## src/rtl/fetch_buffer.sv

```systemverilog
// rtl/fetch_buffer.sv - instruction fetch stage: owns the fetch PC, queues fetched words for decode
module fetch_buffer #(
  parameter int ADDR_W  = 4,
  parameter int INSTR_W = 16,
  parameter int DEPTH   = 4
) (
  input  logic                       clk,
  input  logic                       rst,
  output logic [ADDR_W-1:0]          imem_addr,
  input  logic [INSTR_W-1:0]         imem_instr,
  input  logic                       fetch_en,
  input  logic                       redirect,
  input  logic [ADDR_W-1:0]          redirect_pc,
  output logic                       out_valid,
  input  logic                       out_ready,
  output logic [INSTR_W-1:0]         out_instr,
  output logic [ADDR_W-1:0]          out_pc,
  output logic [$clog2(DEPTH):0]     count,
  output logic                       full
);

  localparam int PTR_W = $clog2(DEPTH);
  localparam int CNT_W = PTR_W + 1;

  logic [ADDR_W-1:0]  fetch_pc;
  logic [INSTR_W-1:0] instr_q [DEPTH];
  logic [ADDR_W-1:0]  pc_q    [DEPTH];
  logic [PTR_W-1:0]   wr_ptr;
  logic [PTR_W-1:0]   rd_ptr;
  logic [CNT_W-1:0]   cnt;
  logic               push;
  logic               pop;

  assign imem_addr = fetch_pc;

  // Head visibility comes only from the registered count, never from imem_instr.
  assign out_valid = (cnt != '0);
  assign full      = (cnt == CNT_W'(DEPTH));
  assign count     = cnt;
  assign out_instr = instr_q[rd_ptr];
  assign out_pc    = pc_q[rd_ptr];

  assign pop  = out_valid & out_ready;
  assign push = fetch_en & ~redirect & ~rst & ((cnt < CNT_W'(DEPTH)) | pop);

  always_ff @(posedge clk) begin
    if (push) begin
      instr_q[wr_ptr] <= imem_instr;
      pc_q[wr_ptr]    <= fetch_pc;
    end
  end

  always_ff @(posedge clk) begin
    if (rst) begin
      fetch_pc <= '0;
      wr_ptr   <= '0;
      rd_ptr   <= '0;
      cnt      <= '0;
    end else if (redirect) begin
      // A head popped this cycle still counts as delivered; everything else is dropped.
      fetch_pc <= redirect_pc;
      rd_ptr   <= wr_ptr;
      cnt      <= '0;
    end else begin
      if (push) begin
        wr_ptr   <= wr_ptr + PTR_W'(1);
        fetch_pc <= fetch_pc + ADDR_W'(1);
      end
      if (pop) begin
        rd_ptr <= rd_ptr + PTR_W'(1);
      end
      if (push && !pop) begin
        cnt <= cnt + CNT_W'(1);
      end else if (pop && !push) begin
        cnt <= cnt - CNT_W'(1);
      end
    end
  end

endmodule

```

## config.mk

```make
export PLATFORM = sky130hd
export DESIGN_NAME = fetch_buffer
export DESIGN_NICKNAME = d
export VERILOG_FILES = /design/src/rtl/fetch_buffer.sv
export SDC_FILE = /design/constraint.sdc
export NUM_CORES = 1
export LEC_CHECK = 0
export CAP_MARGIN = 20
export CORE_UTILIZATION = 50
export DETAILED_ROUTE_END_ITERATION = 8
export GPL_TIMING_DRIVEN = 0
export PLACE_DENSITY_LB_ADDON = 0.08
export SETUP_SLACK_MARGIN = 0.05
export SYNTH_ARGS = -nofsm -noshare
export SYNTH_HDL_FRONTEND = slang
export SYNTH_SLANG_ARGS = --single-unit
```

## constraint.sdc

```tcl
create_clock -name clk -period 4.8 [get_ports clk]
set_input_delay 0.96 -clock clk [delete_from_list [all_inputs] [get_ports clk]]
set_output_delay 0.96 -clock clk [all_outputs]
set_load 0.02 [all_outputs]
```

Word-level counts from Yosys, hierarchy flattened
Memories as Yosys holds them, arrays and structs flattened. A register that Yosys moved wholly into a read port is not among the register bits.
Index checks and enable logic that the tools add are counted.
{"block": "totals", "register_bits": 11, "latch_bits": 0, "ram_bits": 80, "mem_bits_ro": 0, "inputBits": 25, "output_inout_bits": 29, "word_cells": 42, "n_memories": 2}
{"name": "instr_q", "depth": 4, "width": 16, "read_ports": 1, "rd_ports_with_merged_regs": 1, "wr": 1, "line_no": "26", "source": "logic [INSTR_W-1:0] instr_q [DEPTH];"}
{"name": "pc_q", "depth": 4, "width": 4, "read_ports": 1, "rd_ports_with_merged_regs": 1, "wr": 1, "line_no": "27", "source": "logic [ADDR_W-1:0] pc_q [DEPTH];"}
{"block": "op_classes", "add_sub_neg": 5, "n_mul": 0, "div": 0, "magnitude_cmp": 1, "n_eq_ne": 1, "shift": 0, "muxes": 12, "bitwise_logic": 7, "n_reduce_logical": 10}
{"operator": "2-bit two-way mux", "count": 6}
{"operator": "4-bit two-way mux", "count": 2}
{"operator": "3-bit two-way mux", "count": 2}
{"operator": "2-bit nonzero test", "count": 3}
{"operator": "2-bit by 1-bit adder with 2-bit output (second input constant)", "count": 2}
{"operator": "4-bit by 1-bit adder with 4-bit output (second input constant)", "count": 1}
{"operator": "1-bit bitwise AND", "count": 4}
{"operator": "3-bit by 1-bit adder with 3-bit output (second input constant)", "count": 1}
{"operator": "3-bit equality test (second input constant)", "count": 1}
{"operator": "3-bit < comparator (second input constant)", "count": 1}
{"operator": "3-bit nonzero test", "count": 1}
{"operator": "3-bit by 1-bit subtractor with 3-bit output (second input constant)", "count": 1}
{"operator": "1-bit logical AND", "count": 2}
{"operator": "1-bit logical NOT", "count": 2}
{"operator": "1-bit two-way mux", "count": 2}
{"operator": "1-bit NOT", "count": 2}
{"operator": "2-bit AND reduction", "count": 1}
{"operator": "2-bit OR reduction", "count": 1}
{"operator": "1-bit bitwise OR", "count": 1}

Longest topological paths before layout
Gate-level depths: netlist of the first run.
{"block": "logic_depth", "ltp_word": 8, "depth_mapped": 9, "depth_no_buf": 8}

Least setup slack after synthesis of the first run
No wires, ideal clock.
{"block": "synth_path", "kind": "input port to flip-flop", "start": "input redirect", "end": "register cnt[2] (netlist: count[2])", "setup_ps": 86, "arrival_time_ps": 2820, "t_required_ps": 4714, "slack_ps": 1894, "stages": 9, "path_buffers": 1, "cell_sequence": "or3b_1 buf_2 nor2_1 ha_1 inv_1 fa_1 xor2_1 or3_1 a211oi_1"}
{"block": "synth_via", "elab_chain_len": 7, "elab_cells_between_ends": 10, "classes_between": "mux (1); bitwise (4); reduce/logical (5)"}
{"element": "from (decl)", "line_no": "12", "source": "input logic redirect,"}
{"element": "1-bit NOT (no source line)"}
{"element": "1-bit bitwise AND (3 in a row)", "line_no": "44", "source": "assign push = fetch_en & ~redirect & ~rst & ((cnt < CNT_W'(DEPTH)) | pop);"}
{"element": "1-bit logical NOT", "line_no": "74", "source": "end else if (pop && !push) begin"}
{"element": "1-bit logical AND", "line_no": "74"}
{"element": "2-bit nonzero test (no source line)"}
{"element": "to (signal assigned)", "line_no": "73", "source": "cnt <= cnt + CNT_W'(1);"}
{"element": "to (signal assigned)", "line_no": "75", "source": "cnt <= cnt - CNT_W'(1);"}
{"element": "to (decl)", "line_no": "30", "source": "logic [CNT_W-1:0] cnt;"}
Parallel ways exist; a longest one is shown, timed or not.
A chain may end at the register's enable or synchronous reset.

Worst setup path after layout of the first run
Ends and elaborated chain as after synthesis.

==> results.yml, run 1 <==
final_layout:
  multi_input_area_um2: 882
  n_fill_cell: 480
  final-seq-area_mm2: 0.00266
  drive_gt1_frac: 0.158
  nets: 280
  area_delta_synth_final_pct: 24.6
  instances_no_fill: 349
  n_antenna_cell: 0
sta:
  fin_ws_ns: 1.55
  tightest_slew_ns: 1.14
  rsz0062_at_grt: "no"
  timing.slew.headroom: 0.240
  setup_violations: 0
  fin_crit_ns: 3.25
  max_freq_ghz: 0.308
  fin_crit_sh: 0.677
  setup_tns_ns: 0
  fin_worst_skew_ns: 0.00987
  hold_violations: 0
  drv_slew: 0
logic_synthesis:
  synth_edf_count: 80
  synth-main-ff-cell: "edfxtp_1"
  netlist_area_mm2: 0.00359
  yosysSeqAreaShare: 0.741
  syn_nets: 214
  synth.avg_cell_area_um2: 19.7
  ys_seq_elements: 93
  synthCells: 182
  synthArstFlopShare: 0
  ys.warnings.count: 0
  synthDistinctLibCells: 36
min_path:
  hold_class: "register to register"
worst_setup_path:
  cp-end-kind: "register"
  cpMaxStageDelayCell: "clkdlybuf4s50_1"
  cpPeakStageDelay_ns: 0.48
  r2r_slack_ns: 2.54
  cp.required_ns: 5.06
  cp_data_arrival_time_ns: 3.51
  path_buf_inv: 3
  crit_fanout: 7
  crit_path_cell_trace: "clkdlybuf4s50_1, or3b_1, buf_2, nor2_1, ha_1, inv_1, fa_1, xor2_1, or3_1, a211oi_1"
  critPathKind: "input pin to register"
  path_delay_family: "simple AND/OR/NAND/NOR gates"
  start_kind: "input pin"
detailed_routing:
  drtIter0Drc: 123
  antenna_left: 0
  wl_per_cell_um: 17.5
  dr_total_vias: 1905
  avgViaCountPerCell: 5.46
  first_pass_iters: 4
  drc: 0
  wirelength_mm: 6.10
floorplanning:
  io_pins: 54
  coreArea_mm2: 0.00687
  row_count: 30
  die-height_um: 86.8
  start_util: 0.523
  die_w_um: 86.8
  die_area_mm2: 0.00753
grt:
  grt_use_total: 0.182
  antenna_found_initial: 0
  grt_max_degree: 21
  grt_pass1_vias: 2017
  grt_pass1_wl_mm: 9.91
  overflow: 0
placement:
  hpwl_mm: 3.90
  place_congestion: 0.793
  dp.cells: 331
  place_ws_ns: 1.20
  io_buffers: 53
clock_tree:
  numClockSinks: 93
  cts.repair.resized: 0
  path_clk_slew_ns: 0.08
  worstSkewPairLatency_ns: 0.35
  cts_buffers: 9
  cts.path.max_buffers: 2
  h-tree-depth: 3
  hold_buffers: 0
  post_cts_buffers: 0
  cts_tree: "done"
  cts-root-buf: "clkbuf_8"
pwr:
  leakagePower_nw: 1.45
  max-vdd-ir-drop_mv: 0.166
  power_w: 0.00155
  p_per_area_mw_per_mm2: 347
status:
  status: "finished, final reports clean"
job:
  maxCapViolCount: 0
-- metal layers --
layer | share of wire | GRT usage | routed length (µm) | up-vias
met2 | 0.50 | 0.299 | 3030 | 45
li1 | - | - | - | 880
met5 | 0 | 0 | 0 | -
met1 | 0.45 | 0.241 | 2730 | 970
met4 | 0.016 | 0.0818 | 95 | 0
met3 | 0.038 | 0.0314 | 234 | 10
-- registers in the layout (all words and copies together), names as in the netlist, named ones only --
| name | flops |
|---|---|
| imem_addr | 4 |
| rd_ptr | 2 |
| pc_q | 16 |
| instr_q | 64 |
| wr_ptr | 2 |
| count | 3 |
-- cell type report --
type,instances,share of cell area
Tap cell,96,0.0268
Clock inverter,7,0.0148
Sequential cell,93,0.595
Timing Repair Buffer,55,0.128
Buffer,8,0.00755
Clock buffer,9,0.0277
Multi-Input combinational cell,77,0.197
Inverter,4,0.00335
-- stage by stage --
step	cell area [µm²]	util	hold WS (ns)
after floorplan	3590	-	0.496
after global placement	4240	0.618	0.526
after detailed placement	4240	0.618	0.560
after CTS	4430	0.646	0.573
after global routing	4480	0.652	0.588
final	4480	0.652	0.568
-- worst paths after layout --
check / startpoint / end / depth (start not counted)
worst max-delay path: redirect / count[2] / 10
worst min-delay path: imem_addr[3] / pc_q[2][3] / 0
worst max register to register: count[0] / count[2] / 7
worst min register to register: imem_addr[3] / pc_q[2][3] / 0
-- kinds of logic (layout without fill, tap and decap cells) --
family	count (synthesis)	count (layout)	share of synthesized area
DFF	93	93	0.741
and+or+nand+nor	24	24	0.0400
AOI/OAI and AO/OA	21	21	0.0411
muxes	21	21	0.128
buffers and inverters	12	83	0.0136
adders and majority gates	7	7	0.0265
xor gates and xnor gates	4	4	0.00975
-- cell usage in the layout, fill, tap and decap left out, types with 2 or more instances in the layout --
cell             Yosys  routed
clkdlybuf4s50_1      0      53
mux4_2              20      20
ha_1                 6       6
a211oi_1             2       2
nor3_1               2       2
or3_1                3       3
buf_2                3       3
inv_1                4       4
nand3_1              4       4
nand2_1              2       2
o31ai_1              2       2
nor2_1               2       2
clkbuf_1             5       5
edfxtp_1            80      80
o21ai_0              2       2
a21oi_1              4       4
o211ai_1             3       3
clkbuf_8             0       9
clkinv_4             0       2
xor2_1               4       4
clkinv_1             0       3
and3_1               4       4
dfxtp_1             13      13
-- where the power goes --
part | internal (W) | total (W) | switching (W)
clock | 0.000237 | 0.000490 | 0.000253
sequential | 0.000891 | 0.000901 | 0.0000107
combinational | 0.0000850 | 0.000161 | 0.0000759
total | 0.00121 | 0.00155 | 0.000340
-- cell usage after synthesis (2+ instances only) --
library cell	n	share of area
inv_1	4	0.0042
clkbuf_1	5	0.0052
o31ai_1	2	0.0042
o21ai_0	2	0.0028
a211oi_1	2	0.0042
or3_1	3	0.0052
nor2_1	2	0.0021
buf_2	3	0.0042
mux4_2	20	0.13
edfxtp_1	80	0.67
dfxtp_1	13	0.072
nand3_1	4	0.0056
o211ai_1	3	0.0063
and3_1	4	0.0070
nor3_1	2	0.0028
ha_1	6	0.021
xor2_1	4	0.0097
a21oi_1	4	0.0056
nand2_1	2	0.0021
(Power assumes the default switching activity.)
==> run 2: changes to the inputs <==
--- a/config.mk
+++ b/config.mk
@@ -6,7 +6,7 @@
 export NUM_CORES = 1
 export LEC_CHECK = 0
 export CAP_MARGIN = 20
-export CORE_UTILIZATION = 50
+export CORE_UTILIZATION = 48
 export DETAILED_ROUTE_END_ITERATION = 8
 export GPL_TIMING_DRIVEN = 0
 export PLACE_DENSITY_LB_ADDON = 0.08
==> constraint.sdc (replaced) <==
create_clock -name clk -period 2.6 [get_ports clk]
set_input_delay 0.52 -clock clk [delete_from_list [all_inputs] [get_ports clk]]
set_output_delay 0.52 -clock clk [all_outputs]
set_load 0.02 [all_outputs]
==> results.yml, run 2 (same netlist as run 1, synthesis figures left out) <==
pwr:
  power_w: 0.00276
  pwr-share-comb: 0.110
  power.share.clock: 0.287
  p_per_area_mw_per_mm2: 608
  leakagePower_nw: 1.63
  power_switching_w: 0.000625
  p_int_w: 0.00213
  sw_frac_of_total: 0.226
  power.share.sequential: 0.604
  max-vdd-ir-drop_mv: 0.298
sta:
  setup_violations: 0
  fin_crit_ns: 2.55
  fin_crit_sh: 0.981
  hold_violations: 0
  rsz0062_at_grt: "no"
  tightest_slew_ns: 0.557
  timing.slew.headroom: 0.627
  fin_ws_ns: 0.0498
  hold_ws_ns: 0.554
  max_freq_ghz: 0.392
  fin_worst_skew_ns: 0.0116
  drv_slew: 0
job:
  maxCapViolCount: 0
grt:
  grt_pass1_vias: 1881
  grt_max_degree: 21
  grt_pass1_wl_mm: 9.62
  grt_use_total: 0.173
  overflow: 0
  antenna_found_initial: 0
final_layout:
  instances_no_fill: 352
  n_antenna_cell: 0
  nets: 282
  fin_util: 0.625
  largest_register: "instr_q"
  layout_commonest_cell: "edfxtp_1"
  area_delta_synth_final_pct: 26.2
  drive_gt1_frac: 0.213
  largest_reg_flops: 64
  most-common-layout-cells: "edfxtp_1, clkdlybuf4s50_1, mux4_2, dlymetal6s2s_1, dfxtp_1"
placement:
  io_buffers: 53
  place_congestion: 0.775
  hpwl_mm: 3.75
  dp.cells: 334
  place_ws_ns: -0.535
clock_tree:
  cts_tree: "done"
  cts-root-buf: "clkbuf_8"
  hold_buffers: 0
  worstSkewPairLatency_ns: 0.35
  numClockSinks: 93
  cts_buffers: 9
  cts.path.max_buffers: 2
  h-tree-depth: 3
  path_clk_slew_ns: 0.08
worst_setup_path:
  reg2reg_depth: 7
  path_buf_inv: 3
  cp.required_ns: 2.86
  cp_data_arrival_time_ns: 2.81
  critPathKind: "input pin to register"
  path_delay_family: "simple AND/OR/NAND/NOR gates"
  r2r_start: "count[0]"
  r2r_slack_ns: 0.18
  cpMaxStageDelayCell: "or3_1"
  cpPeakStageDelay_ns: 0.40
  cp-end-kind: "register"
  startpoint: "redirect"
  crit_path_cell_trace: "dlygate4sd2_1, or3b_1, buf_6, nor2_4, ha_4, inv_2, fa_2, xor2_2, or3_1, a211oi_2"
  r2r_end: "count[2]"
  crit_fanout: 5
  start_kind: "input pin"
detailed_routing:
  dr_total_vias: 1902
  wirelength_mm: 6.24
  drtIter0Drc: 92
  drc: 0
  first_pass_iters: 4
  wl_per_cell_um: 17.7
  avgViaCountPerCell: 5.40
  antenna_left: 0
floorplanning:
  die_w_um: 88.5
  row_count: 31
  die_area_mm2: 0.00784
  io_pins: 54
  start_util: 0.495
  die-height_um: 88.5
  coreArea_mm2: 0.00725
min_path:
  hold_path_end: "wr_ptr[0]"
  min_path_cells: 2
  holdCritStartpoint: "wr_ptr[0]"
  hold_class: "register to register"
status:
  status: "finished, final reports clean"
-- run 2: worst max path at each step --
stage	to	slack, ns	cells past startpoint
2_1_floorplan	count[2]	0.13	9
3_3_place_gp	count[2]	-0.50	10
3_5_place_dp	count[2]	-0.54	10
4_1_cts	out_instr[14]	0.02	3
5_1_grt	count[2]	0.02	10
6_report	count[2]	0.05	10
-- run 2: cell type report --
class / count / area (µm²)
Buffer: 8 / 55.1
Fill cell: 549 / 2720
Timing Repair Buffer: 57 / 603
Inverter: 4 / 15.0
Multi-Input combinational cell: 77 / 922
Sequential cell: 93 / 2660
Tap cell: 99 / 124
Clock inverter: 5 / 30.0
Clock buffer: 9 / 124
-- run 2: through the flow --
stage / TNS (ns) / area [µm²]
floorplan: 0 / 3590
global placement: -27.13 / 4250
detailed placement: -24.84 / 4250
CTS: 0 / 4430
global route: 0 / 4540
finish: 0 / 4540
-- run 2: repair_timing --
item,in CTS,in global routing
endpoints found under the setup margin,41,65
setup buffers,1,3
hold endpoints to repair,0,0
pin swaps,0,5
gates resized for setup,13,30
-- run 2: routing by layer --
layer / global-route usage / vias up / share of wire
met5: 0 / - / 0
met1: 0.233 / 964 / 0.45
met4: 0.0836 / 0 / 0.015
met2: 0.274 / 50 / 0.49
li1: - / 880 / -
met3: 0.0336 / 8 / 0.036
-- run 2: worst reg2reg max path, cell delays in order, from the launching register on --
cell      delay, ns
dfxtp_1        0.40
o31ai_1        0.52
ha_4           0.22
inv_2          0.04
fa_2           0.38
xor2_2         0.19
or3_1          0.40
a211oi_2       0.20
-- run 2: power groups by stage --
| stage | combinational [W] | sequential [W] | clock (W) |
|---|---|---|---|
| final | 0.000302 | 0.00167 | 0.000791 |
| after global routing | 0.000325 | 0.00167 | 0.000870 |
| after CTS | 0.000301 | 0.00167 | 0.000807 |
| after detailed placement | 0.000296 | 0.00170 | 0 |
| after global placement | 0.000294 | 0.00170 | 0 |
| after floorplan | 0.000149 | 0.00170 | 0 |
==> run 3: changes to the inputs <==
--- a/config.mk
+++ b/config.mk
@@ -5,6 +5,7 @@
 export SDC_FILE = /design/constraint.sdc
 export NUM_CORES = 1
 export LEC_CHECK = 0
+export ABC_AREA = 1
 export CAP_MARGIN = 20
 export CORE_UTILIZATION = 48
 export DETAILED_ROUTE_END_ITERATION = 8
==> constraint.sdc (replaced) <==
create_clock -name clk -period 2.6 [get_ports clk]
set_input_delay 0.26 -clock clk [delete_from_list [all_inputs] [get_ports clk]]
set_output_delay 0.26 -clock clk [all_outputs]
set_load 0.02 [all_outputs]
==> results.yml, run 3 <==
status:
  status: "finished, final reports clean"
logic_synthesis:
  yosysTopAreaCellShare: 0.650
  synth_edf_count: 80
  synthArstFlopShare: 0
  synth_commonest_cells: "edfxtp_1, nor2_1, o21ai_0"
  synthCells: 301
  yosysSeqAreaShare: 0.720
  synth-main-ff-cell: "edfxtp_1"
  ys_seq_elements: 93
  ys.warnings.count: 0
  yosysMostFrequentCell: "edfxtp_1"
  synthDistinctLibCells: 21
  synthTopCellsByArea: "edfxtp_1, dfxtp_1, o21ai_0"
  syn_nets: 333
  synth_top_cell_by_area: "edfxtp_1"
  netlist_area_mm2: 0.00370
  synth.avg_cell_area_um2: 12.3
pwr:
  p_per_area_mw_per_mm2: 628
  max-vdd-ir-drop_mv: 0.288
  leakagePower_nw: 1.62
worst_setup_path:
  crit_fanout: 10
  path_depth: 4
  path_delay_family: "buffers and inverters"
  cp.required_ns: 2.34
  cp_data_arrival_time_ns: 2.15
  cpMaxStageDelayCell: "clkdlybuf4s50_1"
  cpPeakStageDelay_ns: 0.66
  start_kind: "register"
  r2r_start: "count[0]"
  cp-end-kind: "output port"
  critPathKind: "register to output port"
  path_buf_inv: 2
  reg2reg_depth: 10
  crit_path_cell_trace: "clkbuf_1, o21ai_0, o22ai_1, clkdlybuf4s50_1"
  r2r_slack_ns: 0.80
  endpoint: "out_pc[1]"
  r2r_end: "count[2]"
sta:
  fin_worst_skew_ns: 0.0113
  tightest_slew_ns: 0.638
  rsz0062_at_grt: "yes"
  drv_slew: 0
  timing.slew.headroom: 0.574
  fin_crit_ns: 2.41
  fin_crit_sh: 0.927
  setup_violations: 0
  hold_violations: 0
  max_freq_ghz: 0.415
floorplanning:
  die_area_mm2: 0.00806
  die_w_um: 89.8
  die-height_um: 89.8
  io_pins: 54
  start_util: 0.504
  coreArea_mm2: 0.00733
  row_count: 31
detailed_routing:
  first_pass_iters: 4
  wirelength_mm: 7.41
  dr_total_vias: 2435
  wl_per_cell_um: 15.7
  drc: 0
  drtIter0Drc: 126
  antenna_left: 0
  avgViaCountPerCell: 5.16
final_layout:
  nets: 400
  largest_register: "instr_q"
  n_fill_cell: 557
  most-common-layout-cells: "edfxtp_1, clkdlybuf4s50_1, nor2_1, o21ai_0, inv_1"
  drive_gt1_frac: 0.102
  layout_commonest_cell: "edfxtp_1"
  largest_reg_flops: 64
  n_antenna_cell: 0
  fin_util: 0.630
  area_delta_synth_final_pct: 24.8
  final_cell_area_mm2: 0.00462
clock_tree:
  cts_tree: "done"
  worstSkewPairLatency_ns: 0.35
  post_cts_buffers: 0
  path_clk_slew_ns: 0.08
  cts_buffers: 9
  cts.path.max_buffers: 2
  cts-root-buf: "clkbuf_8"
  numClockSinks: 93
  h-tree-depth: 3
grt:
  antenna_found_initial: 0
  grt_pass1_wl_mm: 11.9
  grt_use_total: 0.195
  grt_pass1_vias: 2377
  overflow: 0
  grt_max_degree: 17
placement:
  place_congestion: 0.772
  place_area_mm2: 0.00444
  io_buffers: 52
  hpwl_mm: 4.80
job:
  maxCapViolCount: 0
min_path:
  hold_class: "input pin to register"
## run 3: metal layers
layer  GRT usage  up-vias  share of wire  wire (µm)
met5           0        -              0          0
met1       0.252     1148           0.45       3330
met2       0.325       69           0.48       3570
met3      0.0330       13          0.050        370
li1            -     1205              -          -
met4      0.0833        0          0.018        134
## run 3: how the worst min path moves through the flow
| stage | from | end | depth (start not counted) |
|---|---|---|---|
| final | redirect | count[2] | 4 |
| after floorplan | rst | imem_addr[0] | 1 |
| after detailed placement | count[2] | count[2] | 2 |
| after global placement | count[0] | count[0] | 1 |
| after global routing | redirect | count[2] | 4 |
| after CTS | redirect | count[2] | 4 |
## run 3: what timing repair did
action | 4_1_cts | 5_1_grt
setup endpoints to repair | 0 | 14
hold buffers | 0 | 0
hold endpoints to repair | 0 | 0
gates resized for setup | 0 | 18
## run 3: area by class of cell
cell class                 count  area (µm²)  area share
clock buffer                  10         128      0.0276
sequential                    93        2660       0.577
multi-input combinational    171         891       0.193
inverter                      23        86.3      0.0187
buffer                        14        78.8      0.0171
clock inverter                 6        40.0     0.00867
tap                           99         124      0.0268
timing repair buffer          56         606       0.131
## run 3: logic make-up after synthesis
family	share of synthesized area
compound gates	0.107
xor+xnor	0.00237
fa+ha+maj	0.0257
buf+inv	0.0416
flops	0.720
simple gates	0.103
## run 3: stage by stage
stage	setup WS, ns	TNS (ns)	std cells	total power (W)	hold WS [ns]
after floorplan	0.571	0	301	0.00190	0.329
after global placement	-0.696	-49.15	452	0.00209	0.518
after detailed placement	0.212	0	456	0.00210	0.520
after CTS	0.0974	0	472	0.00291	0.221
after global routing	0.0333	0	472	0.00301	0.246
final	0.191	0	472	0.00290	0.228
## run 3: where the power goes
| part | internal, W | total (W) | switching [W] |
|---|---|---|---|
| combinational | 0.000175 | 0.000401 | 0.000226 |
| sequential | 0.00164 | 0.00167 | 0.0000220 |
| clock | 0.000346 | 0.000830 | 0.000484 |
| total | 0.00217 | 0.00290 | 0.000732 |
## run 3: worst min-delay path, delay by kind of cell
kind | cells | cell delay [ns]
AND/OR/NAND/NOR | 1 | 0.06
AO/OA/AOI/OAI | 2 | 0.11
buffers and inverters | 1 | 0.11
